**config.mk**
```make
export PLATFORM = sky130hd
export DESIGN_NAME = range_tracker_param
export DESIGN_NICKNAME = d
export VERILOG_FILES = /design/src/rtl/range_tracker_param.sv
export SDC_FILE = /design/constraint.sdc
export NUM_CORES = 1
export LEC_CHECK = 0
export ABC_AREA = 1
export CORE_ASPECT_RATIO = 0.7
export CORE_MARGIN = 5
export CORE_UTILIZATION = 52
export CTS_CLUSTER_SIZE = 8
export DETAILED_ROUTE_END_ITERATION = 7
export MAX_ROUTING_LAYER = met4
export PLACE_DENSITY_LB_ADDON = 0.3
export SLEW_MARGIN = 20
export SYNTH_ARGS = -nofsm -noshare
export SYNTH_HDL_FRONTEND = slang
export SYNTH_SLANG_ARGS = --single-unit
```
**constraint.sdc**
```tcl
create_clock -name clock -period 1.8 [get_ports clock]
set_input_delay 0.27 -clock clock [delete_from_list [all_inputs] [get_ports clock]]
set_output_delay 0.27 -clock clock [all_outputs]
set_load 0.01 [all_outputs]
```
**src/rtl/range_tracker_param.sv**
```systemverilog
// Streaming min/max tracker over a go/finish session; reports range, min, max or
// midpoint of the samples, with a saturating sample count and session status.
module range_tracker_param #(
  parameter int unsigned WIDTH     = 10,
  parameter int unsigned CNT_WIDTH = 8,
  parameter bit          SIGNED    = 1'b0
) (
  input  logic                 clock,
  input  logic                 reset,
  input  logic [WIDTH-1:0]     data_in,
  input  logic                 go,
  input  logic                 finish,
  input  logic [1:0]           sel,
  output logic [WIDTH-1:0]     result,
  output logic [CNT_WIDTH-1:0] count,
  output logic                 done,
  output logic                 error,
  output logic                 overflow
);

  typedef enum logic [1:0] {StIdle, StReading, StDone, StError} state_e;

  state_e               state_q;
  logic [WIDTH-1:0]     min_q, max_q;
  logic [CNT_WIDTH-1:0] count_q;
  logic                 overflow_q, done_q, error_q;

  logic                 lt_min, gt_max, active;
  logic [WIDTH:0]       min_x, max_x, sum;
  logic [WIDTH-1:0]     range_val, mid_val, sel_val;

  always_comb begin
    if (SIGNED) begin
      lt_min = $signed(data_in) < $signed(min_q);
      gt_max = $signed(data_in) > $signed(max_q);
    end else begin
      lt_min = data_in < min_q;
      gt_max = data_in > max_q;
    end
    // Extend by one bit so the sum keeps its carry (or sign) before halving.
    min_x     = {SIGNED & min_q[WIDTH-1], min_q};
    max_x     = {SIGNED & max_q[WIDTH-1], max_q};
    sum       = min_x + max_x;
    mid_val   = WIDTH'(sum >> 1);
    range_val = max_q - min_q;
    active    = (state_q == StReading) || (state_q == StDone);
    case (sel)
      2'b00:   sel_val = range_val;
      2'b01:   sel_val = min_q;
      2'b10:   sel_val = max_q;
      default: sel_val = mid_val;
    endcase
    result   = active ? sel_val : '0;
    count    = active ? count_q : '0;
    done     = done_q;
    error    = error_q;
    overflow = overflow_q;
  end

  always_ff @(posedge clock) begin
    if (reset) begin
      state_q    <= StIdle;
      min_q      <= '0;
      max_q      <= '0;
      count_q    <= '0;
      overflow_q <= 1'b0;
      done_q     <= 1'b0;
      error_q    <= 1'b0;
    end else begin
      case (state_q)
        StIdle: begin
          if (finish) begin
            state_q <= StError;
            error_q <= 1'b1;
          end else if (go) begin
            state_q    <= StReading;
            min_q      <= data_in;
            max_q      <= data_in;
            count_q    <= CNT_WIDTH'(1);
            overflow_q <= 1'b0;
          end
        end
        StReading: begin
          if (finish) begin
            state_q <= StDone;
            done_q  <= 1'b1;
          end else begin
            if (lt_min) min_q <= data_in;
            if (gt_max) max_q <= data_in;
            if (count_q == {CNT_WIDTH{1'b1}}) overflow_q <= 1'b1;
            else count_q <= count_q + CNT_WIDTH'(1);
          end
        end
        StDone: begin
          if (!finish) begin
            done_q <= 1'b0;
            if (go) begin
              // Back-to-back session: this cycle's sample is the first one.
              state_q    <= StReading;
              min_q      <= data_in;
              max_q      <= data_in;
              count_q    <= CNT_WIDTH'(1);
              overflow_q <= 1'b0;
            end else begin
              state_q    <= StIdle;
              min_q      <= '0;
              max_q      <= '0;
              count_q    <= '0;
              overflow_q <= 1'b0;
            end
          end
        end
        StError: begin
          if (go && !finish) begin
            state_q    <= StReading;
            error_q    <= 1'b0;
            min_q      <= data_in;
            max_q      <= data_in;
            count_q    <= CNT_WIDTH'(1);
            overflow_q <= 1'b0;
          end
        end
        default: begin
          state_q <= StIdle;
        end
      endcase
    end
  end

endmodule
```
; Word-level counts from Yosys, hierarchy flattened
; Index checks and enable logic that the tools add are counted.
[totals]
input_bits = 16
word_cells = 83
register_bits = 33
output_inout_bits = 21
[classes]
n_reduce_logical = 14
eq_ne = 18
add_sub_neg = 3
n_mux = 39
order_cmp = 2
[ops]
columns = cell, n
row1 = 10-bit 2-to-1 mux, 10
row2 = 10-bit one-hot mux with 4 select lines, 2
row3 = 8-bit 2-to-1 mux, 7
row4 = 8-bit one-hot mux with 4 select lines, 1
row5 = 10-bit one-hot mux with 3 select lines, 1
row6 = 6-bit AND reduction, 4
row7 = "2-bit inequality test, second input constant", 10
row8 = 10-bit by 10-bit adder with 11-bit output, 1
row9 = 10-bit greater-than comparator, 1
row10 = 10-bit less-than comparator, 1
row11 = 2-bit 2-to-1 mux, 5
row12 = 10-bit subtractor, 1
row13 = 1-bit 2-to-1 mux, 9
row14 = "8-bit by 1-bit adder with 8-bit output, second input constant", 1
row15 = "8-bit equality test, second input constant", 1
row16 = 2-bit one-hot mux with 4 select lines, 1
row17 = "2-bit equality test, second input constant", 3
row18 = 3-bit AND reduction, 2
row19 = "2-bit by 1-bit equality test with 1-bit output, second input constant", 2
row20 = 2-bit zero test, 2
row21 = 1-bit one-hot mux with 2 select lines, 2
row22 = 1-bit one-hot mux with 4 select lines, 1
row23 = 4-bit AND reduction, 1
row24 = 2-bit nonzero test, 2
row25 = other kinds (5), 5

; Longest topological paths before layout
; Gate-level depths: netlist (run 1).
[depth]
ltp_word = 4
mapped_depth = 14
depth_no_buf = 13

; Worst setup path before layout (run 1)
; OpenSTA, ideal clock, no wires.
[synth_timing]
path_kind = reg-to-output
start = reg max_q[0]
end = out result[8]
stages_incl_launch_ff = 13
required_ns = 1.530
setup_slack_ns = -0.155
arrival_ns = 1.685
n_path_buf = 0
cell_sequence = dfxtp_1 -> inv_1 -> ha_1 -> fa_1 -> inv_1 -> nand3_1 -> nand2_1 -> nand2_1 -> nand3_1 -> nand3_1 -> nand2_1 -> nand2_1 -> nor2_1
[synth_between]
elab_chain_cells = 3
elab_cells_between_ends = 4
classes_between = add/sub: 2 / mux: 2
[synth_lines]
columns = element, line_no
row1 = "start, declared", 24  ; logic [WIDTH-1:0] min_q, max_q;
row2 = "start signal, assigned", 78  ; max_q <= data_in;
row3 = "start signal, assigned", 89  ; if (gt_max) max_q <= data_in;
row4 = "start signal, assigned", 101  ; max_q <= data_in;
row5 = 10-bit by 10-bit adder with 11-bit output / 10-bit subtractor (equally long branches), "43, 45"
row6 = 10-bit one-hot mux with 3 select lines *, 47  ; case (sel)
row7 = 10-bit 2-to-1 mux *, 53  ; result = active ? sel_val : '0;
row8 = "end, declared", 14  ; output logic [WIDTH-1:0] result,
; Mark *: on every way between the ends. The rest lies on a longest branch, timed or not.

; Final worst setup path (run 1)
[layout_timing]
start = reg min_q[4]
end = out result[5]
[layout_between]
elab_chain_cells = 3
elab_cells_between_ends = 4
classes_between = add/sub: 2 / mux: 2
[layout_lines]
columns = element, line_no
row1 = "start, declared", 24
row2 = "start signal, assigned", 77  ; min_q <= data_in;
row3 = "start signal, assigned", 88  ; if (lt_min) min_q <= data_in;
row4 = "start signal, assigned", 100  ; min_q <= data_in;
row5 = 10-bit by 10-bit adder with 11-bit output / 10-bit subtractor (equally long branches), "43, 45"
row6 = 10-bit one-hot mux with 3 select lines *, 47
row7 = 10-bit 2-to-1 mux *, 53
; Marked as above.

==> run metrics, run 1 <==
hold crit path type=input port to register; Cells on Worst Hold Path=3; Combinational Power Share=84.3%; Post-synth ARST share=0%; HP Start=finish; pre-CTS setup slack=-0.6473 ns; H-tree Lvls=2; Die ar.=0.008418 mm^2; Root Driver=clkbuf_8; CTS Buffer Depth=2; Hold Slack=0.4794 ns; R2R Setup Slk=-0.47 ns; layout cells sized above 1=48.24%; Startpoint Class=register; Mapped Nets=634; Placer Congestion=slightly below 1; Clock Skew=0.01118 ns; largest net degree at the start of global routing=25; Slew Viols, Final=0; Seq pwr share=approximately a tenth; area leader, netlist=dfxtp_1; Initial Util=a little over half; wire per inst=28.81 um; first-pass GRT wire length=22.42 mm; critical path type=register to output pin; GR peak layer=met2; final core utilization=95.54%; via/cell ratio=a little over 7; dpl cell area=0.004606 mm^2; reg2reg path depth=13; row count=24; Worst path max stage delay=0.37 ns; Tot GR Track Use=around 34%; Buffers on Ports=36; actual slew at the worst max-slew pin=0.4389 ns; CP Capture Type=output pin; CP delay by family, top=simple AND/OR/NAND/NOR gates; DP HPWL=8.796 mm; prevailing post-synth register cell=dfxtp_1; RSZ-0062 raised after global routing=true; nets@finish=771; CP required=1.53 ns; Pint=6497 uW; GR Util met2=51.67%; synthesized flop and latch total=33; CP Max Fanout=7; initial antenna violation count=3; Post-synth EDFFs=0; library cells used by synthesis=42; final hold vios=0; CTS clk-pin slew, worst paths=0.09 ns; CTS buffer count=5; num ports=37; share of the synthesized area in the top cell type=19.08%; Critical R2R Capture=max_q[6]; synth-to-layout area growth=74.78%; top-count cell post-synth=nand2_1; Reg2Reg Launch Point=max_q[5]; post-synthesis sequential area ratio=19.08%; Routed Antenna Nets=0; Switching Share=55.54%; Syn Area/Cell=~6.0 um^2; Die X=107.5 um; Final setup viols=45; fin crit share=147.5%; number of detailed-route iterations in the first pass=8; Syn Std Cell Area=between 0.003 and 0.004 mm^2; max-cap violation count=0; Net Sw Power=8115 uW; Core Box Area=0.006336 mm^2; GRT Residual Overflow=0; YS warnings=0; slowest CP cell=dfxtp_2; vias in the first global route=4584; synth top area cells=dfxtp_1, nand2_1, ha_1; Finished Cell Area=0.006053 mm^2; final worst setup slack=-0.8556 ns; met3 GRT Util=8.525%; DRC violations left=between 200 and 250; GRT met1 Usage=42.42%; power density over the cells=2414 mW/mm^2; Die H=78.28 um; Slew HR=between 70% and 80%; hold path endpoint=error; failing checks=design-rule violations, negative setup slack; latest clock arrival within the worst-skew pair=0.31 ns; Critical Path AT=2.39 ns; cell mode on critical path=nand2_1; WL final=23.19 mm; Clk pwr share=under 10%; Leak=0.002939 uW; Max VDD drop=1462 uV; routed vias=5781; crit-path cells=inv_2 -> ha_4 -> nand2_4 -> inv_1 -> nand2_1 -> nand2_2 -> inv_1 -> nand2_1 -> nor2_1 -> o21ai_2 -> nand2_1 -> nor2_2 -> buf_2; worst path bufs/invs=4; status=finished with violations; Final Critical Period=2.656 ns; max frequency=376.6 MHz; most common library cells after synthesis=nand2_1, inv_1, nor2_1; Gate Count Post-Synth=573; # clock sinks=33; DR iter-0 viols=1573; TritonCTS clock tree=built; TNS Setup=-14.79 ns
==> power by group through the flow <==
stage	registers (uW)	clock network [uW]	logic [uW]
finish	1430	866	12300
global route	1420	887	12600
CTS	1270	817	8300
detailed placement	1210	0	6730
global placement	1190	0	6500
floorplan	1240	0	4110
==> final cells by class <==
class / count / area (um^2)
repair buffers: 143 / 1308
multi-input cells: 431 / 3397
clock inverters: 2 / 35.03
fillers: 146 / 282.8
clock buffers: 6 / 93.84
diodes: 3 / 7.507
well taps: 91 / 113.9
inverters: 96 / 387.9
flip-flops and latches: 33 / 710.7
==> state kept, by name, indices dropped and copies added (netlist names) <==
register,flops
overflow,1
error,1
min_q,10
state_q,2
count_q,8
max_q,10
done,1
==> repair_timing <==
action / CTS / global route
gates cloned: 3 / 1
buffers inserted: 11 / 15
hold buffers: 0 / 0
pin swaps: 50 / 56
gates resized for setup: 151 / 188
endpoints found under the setup margin: 38 / 47
==> worst max path at each step <==
| stage | endpoint | slack, ns | start | cells after the start |
|---|---|---|---|---|
| CTS | result[5] | -0.56 | max_q[0] | 10 |
| floorplan | result[8] | -0.008 | max_q[0] | 12 |
| detailed placement | result[5] | -0.65 | min_q[2] | 11 |
| finish | result[5] | -0.86 | min_q[4] | 13 |
| global placement | result[4] | -0.61 | sel[1] | 9 |
| global route | result[9] | -0.93 | min_q[8] | 9 |
==> layer usage <==
| metal | share of wire [%] | routed length, um |
|---|---|---|
| met5 | 0 | 0 |
| met1 | 32 | 7470 |
| met4 | 11 | 2662 |
| met2 | 39 | 9047 |
| met3 | 17 | 4010 |
==> cells by family after synthesis <==
family | after synthesis | synth area share (%)
compound gates | 80 | 13.33
flops | 33 | 19.08
buf+inv | 110 | 12.72
fa+ha+maj | 45 | 16.69
simple gates | 305 | 38.19
==> tightest hold or removal path, cell delays in order <==
cell and delay (ns):
dlymetal6s2s_1 0.19, a31oi_1 0.20, a211oi_1 0.07
==> metrics by stage <==
| step | power (uW) | instances |
|---|---|---|
| 6_report | 14610 | 805 |
| 5_1_grt | 14940 | 805 |
| 4_1_cts | 10390 | 790 |
| 3_5_place_dp | 7940 | 768 |
| 3_3_place_gp | 7698 | 768 |
| 2_1_floorplan | 5350 | 573 |
==> cell usage in the layout (no fill, tap or decap), types with 4 or more instances in the layout <==
cell,synthesis,layout
dfxtp_1,33,9
nor3_1,5,5
a21oi_1,32,20
dfxtp_4,0,8
nand4_1,8,8
inv_4,1,6
buf_4,1,80
nand2_4,2,23
a21oi_2,0,9
inv_2,1,22
ha_4,0,30
inv_1,91,66
buf_6,1,17
nor2_2,1,20
dfxtp_2,0,16
o21bai_1,5,5
dlymetal6s2s_1,0,6
nand2_8,2,4
nand3_2,3,15
nor2_4,1,23
buf_2,6,10
nand2_1,155,114
buf_12,0,6
ha_1,43,12
nor2_1,81,40
o21ai_0,25,19
clkdlybuf4s15_1,0,4
nand3_1,37,23
nand2_2,5,24
dlygate4sd2_1,0,8
clkdlybuf4s50_1,0,7
clkbuf_8,0,5
Note: power is estimated with default switching activity, not from simulation.
==> run 2: changes to the inputs <==
--- a/config.mk
+++ b/config.mk
@@ -7,7 +7,7 @@
 export LEC_CHECK = 0
 export ABC_AREA = 1
 export CORE_ASPECT_RATIO = 0.7
-export CORE_MARGIN = 5
+export CORE_MARGIN = 3
 export CORE_UTILIZATION = 52
 export CTS_CLUSTER_SIZE = 8
 export DETAILED_ROUTE_END_ITERATION = 7
==> run 2 against run 1 <==
  * The flow still finishes with violations (design-rule violations, negative setup slack)
  * Sequential share of layout area up 0.22 points
  * Register-to-register slack worse by 0.07 ns
  * Die area down 8.6%
  * Flip-flop and latch count unchanged
  * First-iteration DRC count down 10%
  * Clock skew up 0.0024 ns
  * Clock-buffer cell count up 1
  * Global-route usage up 2.6 points
  * Combinational power down 3%
==> run metrics, run 2 (same netlist as run 1, synthesis figures left out) <==
status=finished with violations; failing checks=design-rule violations, negative setup slack; Leak=0.002872 uW (-2.3%); crit-path cells=inv_2 -> ha_4 -> buf_4 -> buf_12 -> buf_4 -> nand4_1 -> nand3_1 -> nand2_1 -> nand3_1 -> nand2_1 -> nand2_1 -> nor2_2 -> buf_2; Initial Util=54.66% (unchanged); Die X=103.5 um (-3.7%); CTS Buffer Depth=2 (unchanged); Finished Cell Area=0.005836 mm^2 (-3.6%); TNS Setup=-16.01 ns (-1.212 ns); routed vias=5695 (-1.5%); number of detailed-route iterations in the first pass=8 (unchanged); # clock sinks=33 (unchanged); first-pass GRT wire length=22.01 mm (-1.8%); row count=24 (unchanged); Root Driver=clkbuf_8; cell mode on critical path=nand2_1; CTS buffer count=5 (unchanged); critical path type=register to output pin; DRC violations left=111 (-49%); latest clock arrival within the worst-skew pair=0.31 ns (about the same); Startpoint Class=register; dpl cell area=0.004616 mm^2 (+0.22%); layout cells sized above 1=46.57% (-1.7 points); largest net degree at the start of global routing=25 (unchanged); slowest CP cell=dfxtp_2; initial antenna violation count=0 (-3); DR iter-0 viols=1412 (-10%); final hold vios=0 (unchanged); final worst setup slack=-0.9415 ns (-0.08582 ns); Final setup viols=49 (+8.9%); max-cap violation count=0 (unchanged); actual slew at the worst max-slew pin=0.4711 ns (+0.03214 ns); Slew HR=68.60% (-1.9 points); WL final=21.38 mm (-7.8%); max frequency=364.8 MHz (-3.1%); Die ar.=0.007691 mm^2 (-8.6%); Critical Path AT=2.47 ns (+0.08 ns); vias in the first global route=4557 (-0.59%); CP Max Fanout=6 (-1); Final Critical Period=2.741 ns (+0.08582 ns); Tot GR Track Use=36.82% (+2.6 points); TritonCTS clock tree=built; DP HPWL=8.507 mm (-3.3%); Buffers on Ports=36 (unchanged); Placer Congestion=0.9405 (-3.2%); hold crit path type=register to register; RSZ-0062 raised after global routing=true; CTS Hold Buffers Added=0 (unchanged); Clock Skew=0.01355 ns (+0.002367 ns); GRT Residual Overflow=0 (unchanged); num ports=37 (unchanged); Slew Viols, Final=0 (unchanged); wire per inst=26.53 um (-7.9%); commonest non-fill, non-tap cell in the layout=nand2_1; H-tree Lvls=2 (unchanged); pre-CTS setup slack=-0.7013 ns (-0.05396 ns); ANT cells=0 (-3); via/cell ratio=7.066 (-1.6%); fin crit share=152.3% (+4.8 points); Routed Antenna Nets=0 (unchanged); Die H=74.28 um (-5.1%); Core Box Area=0.006336 mm^2 (unchanged); power density over the cells=2415 mW/mm^2 (about the same); synth-to-layout area growth=68.50%; Regs by FF count=max_q x10, min_q x10, count_q x8; CP required=1.53 ns (about the same); Max VDD drop=1464 uV (+0.14%); CP Capture Type=output pin; Worst path max stage delay=0.34 ns (-0.03 ns); nets@finish=775 (+0.52%); most frequent cells in the layout=nand2_1, buf_4, inv_1; CTS clk-pin slew, worst paths=0.09 ns (about the same)
run 2: final timing paths:
path,endpoint,startpoint,cells past startpoint,slack [ns]
hold / removal,overflow,overflow,2,0.54
setup / recovery,result[6],min_q[3],13,-0.94
hold reg to reg,overflow,overflow,2,0.54
setup reg to reg,max_q[2],max_q[9],16,-0.54
run 2: power by group:
part,switching (uW),leakage [uW],internal (uW)
Sequential,314,0.000280,1060
Combinational,6970,0.00253,4960
Clock,351,0.0000585,453
run 2: final cells by class:
class	count	area [um^2]
Sequential cell	33	698.2
Fill cell	200	500.5
Inverter	96	385.4
Clock buffer	7	86.33
Timing Repair Buffer	147	1348
Multi-Input combinational cell	431	3174
Clock inverter	1	30.03
Tap cell	91	113.9
run 2: stage by stage:
step | utilization (%) | hold slack, ns | total power [uW] | std cells
4_1_cts | 82.25 | 0.4759 | 10260 | 793
5_1_grt | 92.10 | 0.5487 | 14270 | 806
6_report | 92.10 | 0.5385 | 14100 | 806
3_3_place_gp | 72.85 | 0.4625 | 7736 | 771
2_1_floorplan | - | 0.3391 | 5350 | 573
3_5_place_dp | 72.85 | 0.4598 | 7947 | 771
run 2: worst max-delay path, delay by kind of cell (launching register included):
family / cells / cell delay [ns]
adders and majority gates: 1 / 0.23
buffers and inverters: 5 / 0.64
DFF: 1 / 0.34
and+or+nand+nor: 7 / 0.94
run 2: metal layers:
layer	global-route usage (%)	vias up	share of wire, %
li1	-	2109	-
met1	44.74	2435	32
met2	60.58	796	38
met3	7.025	355	18
met4	16.81	0	12
met5	-	-	0
run 2: what timing repair did:
item | in CTS | in global routing
pin swaps | 44 | 55
cloned | 4 | 0
buffers inserted | 11 | 15
gates resized for setup | 144 | 151
setup endpoints to repair | 38 | 47
==> run 3: changes to the inputs <==
--- a/config.mk
+++ b/config.mk
@@ -8,7 +8,7 @@
 export ABC_AREA = 1
 export CORE_ASPECT_RATIO = 0.7
 export CORE_MARGIN = 3
-export CORE_UTILIZATION = 52
+export CORE_UTILIZATION = 55
 export CTS_CLUSTER_SIZE = 8
 export DETAILED_ROUTE_END_ITERATION = 7
 export MAX_ROUTING_LAYER = met4
==> constraint.sdc (replaced) <==
create_clock -name clock -period 2.63 [get_ports clock]
set_input_delay 0.3945 -clock clock [delete_from_list [all_inputs] [get_ports clock]]
set_output_delay 0.3945 -clock clock [all_outputs]
set_load 0.01 [all_outputs]
==> run 3 against run 2 <==
  * The flow now finishes without violations
  * Power decreased by 62%
  * Critical path depth is 5 lower
  * First-iteration DRC count decreased by 76%
  * Hold slack got worse by 0.057 ns
  * Flip-flop and latch count unchanged
  * Worst setup slack better by 1.0 ns
  * Die area fell by 5.1%
  * Routed wire length shrank 51%
  * Critical endpoint is now result[0]
==> run metrics, run 3 (same netlist as run 1, synthesis figures left out) <==
Core Box Area=0.005899 mm^2 (-6.9%); max-cap violation count=0 (unchanged); Combinational Power Share=77.4% (-7.2 points); Tot GR Track Use=30.43% (-6.4 points); Die H=72.39 um (-2.5%); initial antenna violation count=0 (unchanged); reg2reg path depth=12 (-4); Switching Share=54.45% (+0.33 points); CP Capture Type=output pin; number of detailed-route iterations in the first pass=5 (-3); Regs by FF count=max_q x10, min_q x10, count_q x8; Max VDD drop=606.9 uV (-59%); vias in the first global route=3750 (-18%); Clock Skew=0.006072 ns (-0.007477 ns); commonest non-fill, non-tap cell in the layout=nand2_1; Slew HR=73.17% (+4.6 points); nets@finish=702 (-9.4%); TritonCTS clock tree=built; Buffers on Ports=36 (unchanged); final core utilization=73.59% (-19 points); Finished Cell Area=0.004342 mm^2 (-26%); hold crit path type=register to register; via/cell ratio=5.598 (-21%); critical path type=register to output pin; Root Driver=clkbuf_8; final hold vios=0 (unchanged); Final Critical Period=about 2.5 ns; Seq pwr share=15.5% (+5.8 points); Tot Pwr=5422 uW (-62%); fin crit share=96.05%; CTS clk-pin slew, worst paths=0.07 ns (-0.02 ns); # clock sinks=33 (unchanged); most frequent cells in the layout=nand2_1, inv_1, nor2_1; Final setup viols=0 (-100%); DRC violations left=0 (-100%); first-pass GRT wire length=17.42 mm (-21%); WL final=10.43 mm (-51%); Startpoint Class=register; DP HPWL=8.027 mm (-5.6%); H-tree Lvls=2 (unchanged); Placer Congestion=0.9610 (+2.2%); layout cells sized above 1=16.04% (-31 points); CP Max Fanout=3 (-3); synth-to-layout area growth=25.36%; largest net degree at the start of global routing=25 (unchanged); actual slew at the worst max-slew pin=0.3994 ns (-0.07169 ns); dpl cells=708 (-8.2%); ANT cells=0 (unchanged); Pint=2469 uW (-62%); routed vias=4014 (-30%); Initial Util=58.71% (+4.0 points); power density over the cells=1249 mW/mm^2 (-48%); Critical Path AT=2.13 ns (-0.34 ns); status=complete, no violations; DR iter-0 viols=342 (-76%); Leak=0.002299 uW (-20%); Layout Cells excl Fill=717 (-11%); Cells on Worst Hold Path=2 (unchanged); Slew Viols, Final=0 (unchanged); num ports=37 (unchanged); Clk pwr share=7.1% (+1.4 points); CTS Hold Buffers Added=0 (unchanged); row count=23 (-4.2%); Routed Antenna Nets=0 (unchanged); CTS Buffer Depth=2 (unchanged); dpl cell area=0.004130 mm^2 (-11%); wire per inst=14.55 um (-45%); Net Sw Power=2952 uW (-61%); latest clock arrival within the worst-skew pair=0.29 ns (-0.02 ns); Die ar.=0.007300 mm^2 (-5.1%); max frequency=just under 400 MHz; CP required=2.24 ns (+0.71 ns); Die X=100.8 um (-2.6%); GRT Residual Overflow=0 (unchanged); CTS buffer count=5 (unchanged)
run 3: changes by cell type in the layout (fill, tap and decap cells not counted), moves of 15 or more:
cell,before,now
clkdlybuf4s50_1,10,25
nand2_1,118,150
ha_1,14,35
dfxtp_2,18,2
dfxtp_1,11,31
buf_6,16,1
ha_4,25,5
inv_1,63,89
nor2_1,59,78
buf_4,85,38
nand2_2,31,10
inv_2,26,3
run 3: worst paths after layout:
check,from,to,slack [ns]
worst min register to register,overflow,overflow,0.48
worst max register to register,state_q[1],max_q[3],0.54
worst min-delay path,overflow,overflow,0.48
worst max-delay path,max_q[0],result[0],0.10
run 3: what timing repair did:
item                                    in CTS  in global routing
pin swaps                                    5                  7
endpoints found under the setup margin       9                 10
buffers inserted                             2                  0
resized for setup                           34                 35
endpoints found under the hold margin        0                  0
run 3: worst max-delay path, cell delays in order (launching register included):
cell	delay (ns)
dfxtp_2	0.34
buf_6	0.12
ha_4	0.15
inv_1	0.06
fa_2	0.42
nand2_1	0.07
nand3_1	0.07
inv_1	0.07
clkdlybuf4s50_1	0.54
run 3: final cells by class:
type / count / area (um^2)
multi-input cells: 430 / 2510
fillers: 471 / 1558
flip-flops and latches: 33 / 663.1
repair buffers: 75 / 624.3
inverters: 96 / 367.9
well taps: 75 / 93.84
clock buffers: 6 / 72.57
clock inverters: 2 / 10.01
run 3: metal layers:
| metal | global-route usage, % | share of wire (%) | wire length (um) | vias up |
|---|---|---|---|---|
| met3 | 5.379 | 8.5 | 885 | 27 |
| met2 | 46.10 | 44 | 4590 | 192 |
| met1 | 42.27 | 46 | 4800 | 1832 |
| li1 | - | - | - | 1963 |
| met4 | 7.025 | 1.5 | 153 | 0 |
| met5 | - | 0 | 0 | - |
run 3: through the flow:
stage	setup TNS, ns	hold WS, ns	setup slack [ns]
6_report	0	0.4814	0.1039
5_1_grt	-0.02230	0.5150	-0.01800
4_1_cts	-0.02881	0.4825	-0.02881
3_5_place_dp	-0.1599	0.4671	-0.06737
3_3_place_gp	0	0.4553	0.002081
2_1_floorplan	0	0.4636	0.5509
run 3: power by group through the flow:
stage	clock network, uW	logic [uW]	registers (uW)
4_1_cts	381	3950	824
2_1_floorplan	0	2600	821
3_3_place_gp	0	3730	814
6_report	383	4200	839
3_5_place_dp	0	3840	824
5_1_grt	408	4670	858
==> RTL edit: new RTL, config.mk and constraints of run 3 <==
Re-encode `state_e` (4 states) as Gray code, 2 bits wide.
--- a/src/rtl/range_tracker_param.sv
+++ b/src/rtl/range_tracker_param.sv
@@ -18,7 +18,7 @@
   output logic                 overflow
 );
 
-  typedef enum logic [1:0] {StIdle, StReading, StDone, StError} state_e;
+  typedef enum logic [1:0] {StIdle = 2'b00, StReading = 2'b01, StDone = 2'b11, StError = 2'b10} state_e;
 
   state_e               state_q;
   logic [WIDTH-1:0]     min_q, max_q;
Check against the original RTL: no difference found for any inputs over 4 cycles, from zero or initial values and one cycle with reset high; so few cycles prove little.
==> RTL edit against run 3 <==
Fmax increased by 0.21%. Register-to-register slack gained 0.07 ns. Area after synthesis down 4.7%. Sequential cell count unchanged. Routed wire length decreased by 5.3%. Sequential share of layout area is 0.58 points higher. Worst setup slack improved by 0.0054 ns. First-iteration DRC count increased by 2.3%. Design area down 3.1%.
Power is not compared: it rests on default switching activity, and its combinational part moved more than twofold at a synthesized area within 25%.
==> RTL edit: results (changes against run 3) <==
Detailed routing
  • Iter 0 DRT Violations: 350 (+2.3%)
  • Routed wire length: 9870 µm (-5.3%)
  • WL met1: 4890 µm (+1.8%)
  • Via Count: 3,800 (-5.3%)
  • Metal2 WL: 3800 µm (-17%)
  • Met3 wire len: 1060 µm (+20%)

Synthesis
  • Top cells by area, synth: dfxtp_1 (20%), ha_1 (15%), nand2_1 (15%)
  • Syn_area_per_cell: 6.03 µm² (-0.20%)
  • Post-synthesis mux area share: 0 (unchanged)
  • Library cells used by synthesis: 37 (-12%)
  • Synth Area in Compound Gates: 0.171 (+0.0381)
  • Syn nets: 604 (-4.7%)
  • Post-synthesis xor/xnor area fraction: 0.00796 (+0.00796)
  • Adder-Cell Fraction of Synth Area: 0.160 (-0.00688)
  • Synth warn: 0 (unchanged)
  • Sequential share of the synthesized area: 0.200 (+0.00948)
  • Most frequent cells after synthesis: nand2_1 (128), inv_1 (86), nor2_1 (63)

Layout
  • Non-clock buffers: 78 (+4.0%)
  • Non-Filler Instances: 687 (-4.2%)
  • Area of the multi-input gates: 2360 µm² (-6.1%)
  • Clock-cell share: 0.0247 (+0.00567)
  • Biggest regs: max_q x10, min_q x10, count_q x8
  • # fillers: 458 (-2.8%)
  • Nets@finish: 672 (-4.3%)
  • CLK BUF: 5 (-1)
  • Sequential portion of the cell area: 0.159 (+0.00585)
  • Area growth syn-to-layout: 27.5%
  • Layout non-clock buf frac: 0.155 (+0.0109)
  • Inverters: 90 (-6.3%)
  • Share of cells above drive strength 1: 0.141 (-0.0190)
  • Multi-In Gates: 407 (-5.3%)

Global route
  • GRT Resource Usage Total: 0.286 (-0.0184)
  • Met1 Resource Use GR: 0.453 (+0.0308)
  • Met2 GRT Util: 0.364 (-0.0969)
  • First-pass GRT wire length: 15,700 µm (-9.9%)
  • Vias in the first global route: 3,165 (-16%)
  • Largest net degree at the start of global routing: 41 (+64%)
  • Global-route met3 utilization: 0.0483 (-0.00552)

Worst hold path
  • HP Class: register to register

STA
  • Clk_skew: 0.0105 ns (+0.00443 ns)
  • Worst slew margin: 0.537 (-0.195)
  • Final Hold Viols: 0 (unchanged)

Critical path
  • CP top delay family: buffers and inverters

Place
  • Routability cong.: 0.930 (-3.2%)
  • Post-place instance area: 3970 µm² (-4.0%)
  • Post-Place Worst Slack: -0.0407 ns (+0.0267 ns)
  • Final HPWL DP: 7800 µm (-2.9%)
  • Cells after DPL: 677 (-4.4%)
  • Port bufs: 36 (unchanged)

Clock network
  • Root buffer cell: clkbuf_8
  • Sink Count: 33 (unchanged)
  • Post-CTS Resized: 26 (-24%)
  • Worst skew pair latency: 0.29 ns (about the same)
  • Setup Fix Bufs, Post-CTS: 1 (-1)

Pwr
  • Pwr dens: 498 nW/µm²

Status
  • Status: complete, no violations

Die
  • DIE WIDTH: 98.6 µm (-2.3%)
## RTL edit: cell types whose count changed after synthesis, moves of 3 or more
cell and delta:
a21oi_1 +21, clkbuf_1 +6, ha_1 -4, inv_1 -5
nand2_1 -27, nand2_2 -4, nand3_1 +14, nand3_2 -3
nand4_1 +4, nor2_1 -18, nor3_1 -3, o21bai_1 -3
## RTL edit: worst paths after layout
path                            to             startpoint  slack (ns)  cells after the start
min             error$_SDFFE_PP0P_     error$_SDFFE_PP0P_        0.46                      2
min reg2reg     error$_SDFFE_PP0P_     error$_SDFFE_PP0P_        0.46                      2
max reg2reg  max_q[0]$_SDFFE_PP0P_  max_q[5]$_SDFFE_PP0P_        0.61                     13
max                      result[0]  min_q[0]$_SDFFE_PP0P_        0.11                      7
## RTL edit: power groups by stage
stage	sequential (mW)	combinational [mW]	clock (mW)
global route	0.597	1.15	0.496
global placement	0.591	0.914	0
detailed placement	0.593	0.935	0
finish	0.592	1.04	0.466
CTS	0.585	0.965	0.466
floorplan	0.584	0.606	0
